===== config.mk =====
export PLATFORM = sky130hd
export DESIGN_NAME = uart0_rx_flat
export DESIGN_NICKNAME = d
export VERILOG_FILES = /design/src/rtl/uart_pkg.sv /design/src/rtl/uart0_rx_if.sv /design/src/rtl/uart_rx_fifo.sv /design/src/rtl/uart0_rx.sv /design/src/flat_wrapper.sv
export SDC_FILE = /design/constraint.sdc
export NUM_CORES = 1
export LEC_CHECK = 0
export CAP_MARGIN = 20
export CORE_MARGIN = 1
export CORE_UTILIZATION = 55
export DETAILED_ROUTE_END_ITERATION = 16
export DONT_BUFFER_PORTS = 1
export PLACE_DENSITY = 0.7
export SYNTH_ARGS = -nofsm -noshare
export SYNTH_HDL_FRONTEND = slang
export SYNTH_SLANG_ARGS = --single-unit

===== constraint.sdc =====
create_clock -name CLK -period 3.6 [get_ports CLK]
set_clock_uncertainty 0.05 [all_clocks]
set_input_delay 0.18 -clock CLK [delete_from_list [all_inputs] [get_ports CLK]]
set_output_delay 0.18 -clock CLK [all_outputs]
set_load 0.005 [all_outputs]

===== src/rtl/uart_pkg.sv =====
`default_nettype none
// ============================================================================
//  Module   : uart_pkg
//  Purpose  : Shared definitions for the UART0 receive path: register
//             offsets within the UART0 window, RXSTAT/RXDATA bit positions,
//             the receiver state encoding and a count-saturation helper.
//  Ports    : none (package)
//  Revision : 1.0  initial release
// ============================================================================
package uart_pkg;

  // Byte offsets from the UART0 base; RX words follow TX data/status.
  localparam logic [3:0] RXDATA_OFS = 4'h8;
  localparam logic [3:0] RXSTAT_OFS = 4'hC;

  // RXSTAT bit positions
  localparam int ST_NEMPTY  = 0;
  localparam int ST_FULL    = 1;
  localparam int ST_FERR    = 2;
  localparam int ST_OVR     = 3;
  localparam int ST_CNT_LSB = 4;

  // RXDATA valid flag position
  localparam int RXD_VALID  = 8;

  typedef enum logic [1:0] {
    S_IDLE  = 2'd0,
    S_START = 2'd1,
    S_DATA  = 2'd2,
    S_STOP  = 2'd3
  } rx_state_t;

  // RXSTAT only has a 4-bit count field; a 16-deep FIFO reports 15 when full.
  function automatic logic [3:0] sat_count(input int unsigned n);
    return (n > 15) ? 4'hF : n[3:0];
  endfunction

endpackage
`default_nettype wire


===== src/rtl/uart0_rx_if.sv =====
`default_nettype none
// ============================================================================
//  Module   : uart0_rx_if
//  Purpose  : CPU-side bus of the UART0 receiver (RX window of 8 bytes).
//  Signals  : cs   - window select
//             rd   - one-cycle read strobe, qualified by cs
//             adr  - word select, 0 = RXDATA, 1 = RXSTAT
//             dout - registered read data (valid the cycle after the strobe)
//             irq  - level interrupt, high while the FIFO holds data
//  Revision : 1.0  initial release
// ============================================================================
interface uart0_rx_if;
  logic        cs;
  logic        rd;
  logic        adr;
  logic [31:0] dout;
  logic        irq;

  modport master (output cs, rd, adr, input dout, irq);
  modport slave  (input cs, rd, adr, output dout, irq);
endinterface
`default_nettype wire


===== src/rtl/uart_rx_fifo.sv =====
`default_nettype none
// ============================================================================
//  Module   : uart_rx_fifo
//  Purpose  : Small register-array FIFO for received bytes. A push while full
//             is accepted only if a pop happens in the same cycle; otherwise
//             it is ignored and the contents are left untouched.
//  Ports    : CLK, RESET (async, active high)
//             i_push/i_wdata - write side
//             i_pop/o_rdata  - read side, o_rdata is the current head
//             o_full, o_empty, o_count - occupancy
//  Revision : 1.0  initial release
// ============================================================================
module uart_rx_fifo #(
  parameter int DEPTH = 4
) (
  input  wire logic                     CLK,
  input  wire logic                     RESET,
  input  wire logic                     i_push,
  input  wire logic [7:0]               i_wdata,
  input  wire logic                     i_pop,
  output logic      [7:0]               o_rdata,
  output logic                          o_full,
  output logic                          o_empty,
  output logic      [$clog2(DEPTH):0]   o_count
);
  localparam int AW = $clog2(DEPTH);

  logic [7:0]    r_mem [DEPTH];
  logic [AW-1:0] r_wr_ptr;
  logic [AW-1:0] r_rd_ptr;
  logic [AW:0]   r_count;
  logic          w_do_push;
  logic          w_do_pop;

  assign o_full    = (r_count == (AW+1)'(DEPTH));
  assign o_empty   = (r_count == '0);
  assign o_count   = r_count;
  assign o_rdata   = r_mem[r_rd_ptr];
  assign w_do_pop  = i_pop && !o_empty;
  // A slot frees up at this edge if the head is being popped.
  assign w_do_push = i_push && (!o_full || w_do_pop);

  // Storage needs no reset: pointers define what is valid.
  always_ff @(posedge CLK) begin
    if (w_do_push) r_mem[r_wr_ptr] <= i_wdata;
  end

  // DEPTH is a power of two, so the pointers wrap naturally.
  always_ff @(posedge CLK or posedge RESET) begin
    if (RESET) begin
      r_wr_ptr <= '0;
      r_rd_ptr <= '0;
      r_count  <= '0;
    end else begin
      if (w_do_push) r_wr_ptr <= r_wr_ptr + 1'b1;
      if (w_do_pop)  r_rd_ptr <= r_rd_ptr + 1'b1;
      case ({w_do_push, w_do_pop})
        2'b10:   r_count <= r_count + 1'b1;
        2'b01:   r_count <= r_count - 1'b1;
        default: r_count <= r_count;
      endcase
    end
  end

endmodule
`default_nettype wire


===== src/rtl/uart0_rx.sv =====
`default_nettype none
// ============================================================================
//  Module   : uart0_rx
//  Purpose  : Memory-mapped 8N1 UART receiver with byte FIFO, read-to-pop
//             data register, read-to-clear status register and level irq.
//  Ports    : CLK   - system clock
//             RESET - asynchronous active-high reset
//             RX    - serial input, idle high, asynchronous to CLK
//             bus   - uart0_rx_if slave (cs, rd, adr, dout, irq)
//  Revision : 1.0  initial release
// ============================================================================
module uart0_rx
  import uart_pkg::*;
#(
  parameter int F_CLK = 12000000,
  parameter int BAUD  = 115200,
  parameter int DEPTH = 4
) (
  input  wire logic  CLK,
  input  wire logic  RESET,
  input  wire logic  RX,
  uart0_rx_if.slave  bus
);
  localparam int c_div = F_CLK / BAUD;
  localparam int CW    = $clog2(c_div);
  localparam int AW    = $clog2(DEPTH);
  // Counter expires at 0, so loading N-1 gives a period of N cycles.
  localparam logic [CW-1:0] c_half = CW'(c_div / 2 - 1);
  localparam logic [CW-1:0] c_full = CW'(c_div - 1);

  logic           r_rx_meta;
  logic           r_rx_sync;
  logic           r_rx_prev;
  rx_state_t      r_state;
  logic [CW-1:0]  r_baud_cnt;
  logic [2:0]     r_bit_cnt;
  logic [7:0]     r_shift;
  logic           r_ferr;
  logic           r_ovr;
  logic [31:0]    r_dout;

  logic           w_fall;
  logic           w_tick;
  logic           w_stop_tick;
  logic           w_push;
  logic           w_set_ferr;
  logic           w_set_ovr;
  logic           w_rd_data;
  logic           w_rd_stat;
  logic           w_pop;
  logic           w_full;
  logic           w_empty;
  logic [AW:0]    w_count;
  logic [7:0]     w_head;

  // Two-flop synchroniser plus one extra stage for edge detection.
  always_ff @(posedge CLK or posedge RESET) begin
    if (RESET) begin
      r_rx_meta <= 1'b1;
      r_rx_sync <= 1'b1;
      r_rx_prev <= 1'b1;
    end else begin
      r_rx_meta <= RX;
      r_rx_sync <= r_rx_meta;
      r_rx_prev <= r_rx_sync;
    end
  end

  assign w_fall      = r_rx_prev && !r_rx_sync;
  assign w_tick      = (r_baud_cnt == '0);
  assign w_stop_tick = (r_state == S_STOP) && w_tick;
  assign w_push      = w_stop_tick && r_rx_sync;
  assign w_set_ferr  = w_stop_tick && !r_rx_sync;

  always_ff @(posedge CLK or posedge RESET) begin
    if (RESET) begin
      r_state    <= S_IDLE;
      r_baud_cnt <= '0;
      r_bit_cnt  <= '0;
      r_shift    <= '0;
    end else begin
      case (r_state)
        S_IDLE: begin
          if (w_fall) begin
            r_state    <= S_START;
            r_baud_cnt <= c_half;
          end
        end
        S_START: begin
          if (w_tick) begin
            // Line back high at mid start bit: a glitch, drop silently.
            if (!r_rx_sync) begin
              r_state    <= S_DATA;
              r_baud_cnt <= c_full;
              r_bit_cnt  <= '0;
            end else begin
              r_state    <= S_IDLE;
            end
          end else begin
            r_baud_cnt <= r_baud_cnt - 1'b1;
          end
        end
        S_DATA: begin
          if (w_tick) begin
            r_shift    <= {r_rx_sync, r_shift[7:1]};
            r_baud_cnt <= c_full;
            if (r_bit_cnt == 3'd7) r_state <= S_STOP;
            else                   r_bit_cnt <= r_bit_cnt + 1'b1;
          end else begin
            r_baud_cnt <= r_baud_cnt - 1'b1;
          end
        end
        S_STOP: begin
          // Returning at mid stop bit leaves half a bit to catch the next start.
          if (w_tick) r_state    <= S_IDLE;
          else        r_baud_cnt <= r_baud_cnt - 1'b1;
        end
        default: r_state <= S_IDLE;
      endcase
    end
  end

  uart_rx_fifo #(
    .DEPTH (DEPTH)
  ) u_fifo (
    .CLK     (CLK),
    .RESET   (RESET),
    .i_push  (w_push),
    .i_wdata (r_shift),
    .i_pop   (w_pop),
    .o_rdata (w_head),
    .o_full  (w_full),
    .o_empty (w_empty),
    .o_count (w_count)
  );

  assign w_rd_data = bus.cs && bus.rd && !bus.adr;
  assign w_rd_stat = bus.cs && bus.rd &&  bus.adr;
  assign w_pop     = w_rd_data && !w_empty;
  // A simultaneous pop makes room, so that push is not an overrun.
  assign w_set_ovr = w_push && w_full && !w_pop;

  // Sticky flags: a set in the same cycle as the clearing read wins.
  always_ff @(posedge CLK or posedge RESET) begin
    if (RESET) begin
      r_ferr <= 1'b0;
      r_ovr  <= 1'b0;
    end else begin
      r_ferr <= w_set_ferr || (r_ferr && !w_rd_stat);
      r_ovr  <= w_set_ovr  || (r_ovr  && !w_rd_stat);
    end
  end

  always_ff @(posedge CLK or posedge RESET) begin
    if (RESET) begin
      r_dout <= '0;
    end else if (w_rd_data) begin
      r_dout <= w_empty ? 32'd0 : {23'd0, 1'b1, w_head};
    end else if (w_rd_stat) begin
      r_dout <= {24'd0, sat_count(32'(w_count)), r_ovr, r_ferr, w_full, !w_empty};
    end
  end

  assign bus.dout = r_dout;
  assign bus.irq  = !w_empty;

endmodule
`default_nettype wire


===== src/flat_wrapper.sv =====
// flat-port wrapper written by rule: the top's interface ports become plain ports
module uart0_rx_flat import uart_pkg::*;
#(
  parameter int F_CLK = 12000000,
  parameter int BAUD  = 115200,
  parameter int DEPTH = 4
)
  (CLK, RESET, RX, bus_cs, bus_rd, bus_adr, bus_dout, bus_irq);
  uart0_rx_if bus_i ();
  input  wire logic CLK;
  input  wire logic RESET;
  input  wire logic RX;
  input wire logic [$bits(bus_i.cs)-1:0] bus_cs;
  input wire logic [$bits(bus_i.rd)-1:0] bus_rd;
  input wire logic [$bits(bus_i.adr)-1:0] bus_adr;
  output wire logic [$bits(bus_i.dout)-1:0] bus_dout;
  output wire logic [$bits(bus_i.irq)-1:0] bus_irq;
  assign bus_i.cs = bus_cs;
  assign bus_i.rd = bus_rd;
  assign bus_i.adr = bus_adr;
  assign bus_dout = bus_i.dout;
  assign bus_irq = bus_i.irq;
  uart0_rx #(.F_CLK(F_CLK), .BAUD(BAUD), .DEPTH(DEPTH)) u_core (.CLK(CLK), .RESET(RESET), .RX(RX), .bus(bus_i));
endmodule

==> results.py <==
metrics = {
    "cells_and_area": {
        "fillers": 476,
        "drive_gt1_share_pct": 19.0,
        "fin_nets": 293,
        "stdcell_count": 354,
        "diodes": 0,
        "final_cell_mix": "dfrtp_1, edfxtp_1, conb_1",
        "final_util_pct": 61.2,
        "area_delta_synth_final_pct": 5.40,
        "final_common_cell": "dfrtp_1",
        "multi_input_comb_area_mm2": 0.00130,
        "seq_area_mm2": 0.00199,
    },
    "synth": {
        "yosys_warnings": 0,
        "ys_seq_area_share_pct": 56.9,
        "syn_inst": 268,
        "syn_area_per_cell_um2": 13.0,
        "synth-edff-count": 32,
        "ys_types": 56,
        "syn_area_mm2": 0.00350,
        "synth_seq_cells": 73,
        "ys_async_sr_fraction_pct": 56.2,
        "synth_top_area_share_pct": 27.5,
        "yosysTopAreaCell": "edfxtp_1",
        "ys.flop_type": "dfrtp_1",
        "synth.area.top_cells": "edfxtp_1, dfrtp_1, mux4_2",
    },
    "die": {
        "design.die.area_mm2": 0.00668,
        "rows": 28,
        "coreArea_mm2": 0.00603,
        "io_pins": 39,
        "die_w_um": 81.7,
        "die_height_um": 81.7,
        "start_util_pct": 58.0,
    },
    "grt": {
        "grt_max_degree": 30,
        "grt.overflow.total": 0,
        "grt_pass1_wl_mm": 9.60,
        "grt_pass1_vias": 1967,
        "grt_usage_pct": 20.1,
        "grt_antenna_before_repair": 0,
    },
    "clock_network": {
        "clock-sinks": 73,
        "cts_tree": "built",
        "cts_buffers": 9,
        "clk_path_buf_depth": 2,
        "clk_pin_slew_ns": 0.08,
        "post_cts_buffers": 0,
        "clk_latency_ns": 0.35,
        "clockRootBuffer": "clkbuf_8",
        "htreeDepth": 3,
    },
    "power_and_ir_drop": {
        "cellPowerDensity_mw_per_mm2": 709,
        "p_sw_mw": 0.921,
        "power_mw": 2.61,
        "p_seq_share_pct": 45.0,
        "p_clk_share_pct": 24.4,
        "p_leak_nw": 1.57,
        "switching_share_pct": 35.3,
        "ir_drop_v": 0.000372,
        "intPower_mw": 1.69,
        "combPwrFrac_pct": 30.6,
    },
    "drt": {
        "wl_per_cell_um": 16.7,
        "vias_per_cell": 5.62,
        "drt_iter0_markers": 159,
        "vias": 1988,
        "drc": 0,
        "drtPass1Iterations": 4,
        "wl_mm": 5.91,
        "ant_nets": 0,
    },
    "setup_path": {
        "cp_data_required_time_ns": 3.78,
        "cp_max_fo": 7,
        "worst_r2r_startpoint": "u_core.r_baud_cnt[0]",
        "worstPathArrival_ns": 3.29,
        "ff2ff_setup_slack_ns": 0.48,
        "cp-end-kind": "flip-flop",
        "ff2ff_path_depth": 11,
        "rr_endpoint": "u_core.u_fifo.o_count[2]",
        "startpoint": "u_core.r_baud_cnt[0]",
        "crit_type": "reg2reg",
        "startpoint_type": "flip-flop",
    },
    "timing": {
        "tns_ns": 0,
        "hold_viol": 0,
        "period_share_pct": 86.5,
        "finalWorstSetupSlack_ns": 0.485,
        "slew_headroom_pct": 36.8,
        "worstMarginPinSlew_ns": 0.946,
        "rsz0062_at_grt": "no",
        "period_needed_ns": 3.12,
        "maxSlewViolCount": 0,
        "fmax_ghz": 0.321,
        "setup_violations": 0,
    },
    "placed_design": {
        "dp.cells": 335,
        "place_hpwl_mm": 4.10,
        "place.port_buffers": 0,
        "dp_slack_ns": 0.515,
        "gp_congestion": 0.824,
    },
    "min_path": {
        "worstHoldEndpoint": "u_core.bus.dout[6]",
        "holdCritPathClass": "in2reg",
        "min_from": "bus_adr",
        "hold_path_depth": 2,
    },
    "flow_run": {
        "drv_cap": 0,
    },
    "outcome": {
        "status": "finished clean",
    },
}
==> critical path, cell delays in order, from the launching register on <==
cell and delay (ns):
dfrtp_1 0.41, inv_1 0.09, ha_1 0.20, or3b_1 0.52
nor2_4 0.21, and4_1 0.36, inv_1 0.09, ha_1 0.25
fa_1 0.39, xnor2_1 0.20, nor2_1 0.08, xor2_1 0.14
==> routing by layer <==
metal,vias to the layer above,share of wire [%],track usage (%)
li1,943,-,-
met1,957,46,27.0
met2,77,47,29.7
met3,11,5.3,4.78
met4,0,1.6,11.9
met5,-,0,0
==> synth_stat cells (4+ instances only) <==
| cell | count |
|---|---|
| xnor2_1 | 4 |
| ha_1 | 12 |
| edfxtp_1 | 32 |
| and2_2 | 4 |
| dfrtp_1 | 38 |
| o21ai_0 | 15 |
| a21oi_1 | 7 |
| mux4_2 | 8 |
| nand3_1 | 4 |
| nor3_1 | 6 |
| o2bb2ai_1 | 4 |
| mux2_2 | 9 |
| nor2_1 | 7 |
| inv_1 | 15 |
| a22oi_1 | 6 |
| buf_4 | 23 |
| nand2_1 | 16 |
==> sequential cells by signal, summed over array words and instances (netlist names), named ones only <==
signal,count
u_core.r_rx_meta,1
u_core.r_rx_sync,1
u_core.r_baud_cnt,7
u_core.u_fifo.r_wr_ptr,2
u_core.r_ferr,1
u_core.bus.dout,9
u_core.r_rx_prev,1
u_core.u_fifo.o_count,3
u_core.r_shift,8
u_core.u_fifo.r_mem,32
u_core.r_bit_cnt,3
u_core.r_state,1
u_core.r_ovr,1
u_core.u_fifo.r_rd_ptr,2
==> metrics by stage <==
stage | hold WS [ns] | instance area [µm²]
floorplan | 0.134 | 3580
global placement | 0.0600 | 3450
detailed placement | 0.0650 | 3450
CTS | 0.00120 | 3680
global route | 0.0164 | 3680
finish | 0.0143 | 3680
==> area by class of cell <==
class / count / share of cell area, %
clock inverters: 7 / 2.07
repair buffers: 5 / 1.22
well taps: 75 / 2.55
flip-flops and latches: 73 / 54.0
clock buffers: 9 / 3.36
multi-input cells: 170 / 35.2
inverters: 15 / 1.53
==> cells by family (layout without fill, tap and decap cells) <==
logic type                 Yosys count  in the layout  share of synthesized area [%]
DFF                                 73             73                           56.9
muxes                               20             20                           9.06
and+or+nand+nor                     53             53                           8.52
adders and majority gates           13             13                           4.87
other                                1             23                          0.107
AOI/OAI and AO/OA                   55             55                           10.7
buffers and inverters               47             36                           8.27
xor gates and xnor gates             6              6                           1.50
==> what timing repair did <==
item,4_1_cts,5_1_grt
endpoints found under the hold margin,16,0
resized for setup,0,0
hold buffers,3,0
==> how the worst max path moves through the flow <==
| stage | end |
|---|---|
| after floorplan | u_core.u_fifo.o_count[2] |
| after global placement | u_core.u_fifo.o_count[2] |
| after detailed placement | u_core.u_fifo.o_count[2] |
| after CTS | u_core.u_fifo.o_count[2] |
| after global routing | u_core.u_fifo.o_count[2] |
| final | u_core.u_fifo.o_count[2] |
==> power groups by stage <==
stage | Sequential (mW) | Combinational, mW | Clock, mW
after floorplan | 1.11 | 0.711 | 0
after global placement | 1.19 | 0.775 | 0
after global routing | 1.20 | 0.884 | 0.691
final | 1.17 | 0.800 | 0.637
after detailed placement | 1.19 | 0.790 | 0
after CTS | 1.18 | 0.796 | 0.654
Note: power is estimated with default switching activity, not from simulation.
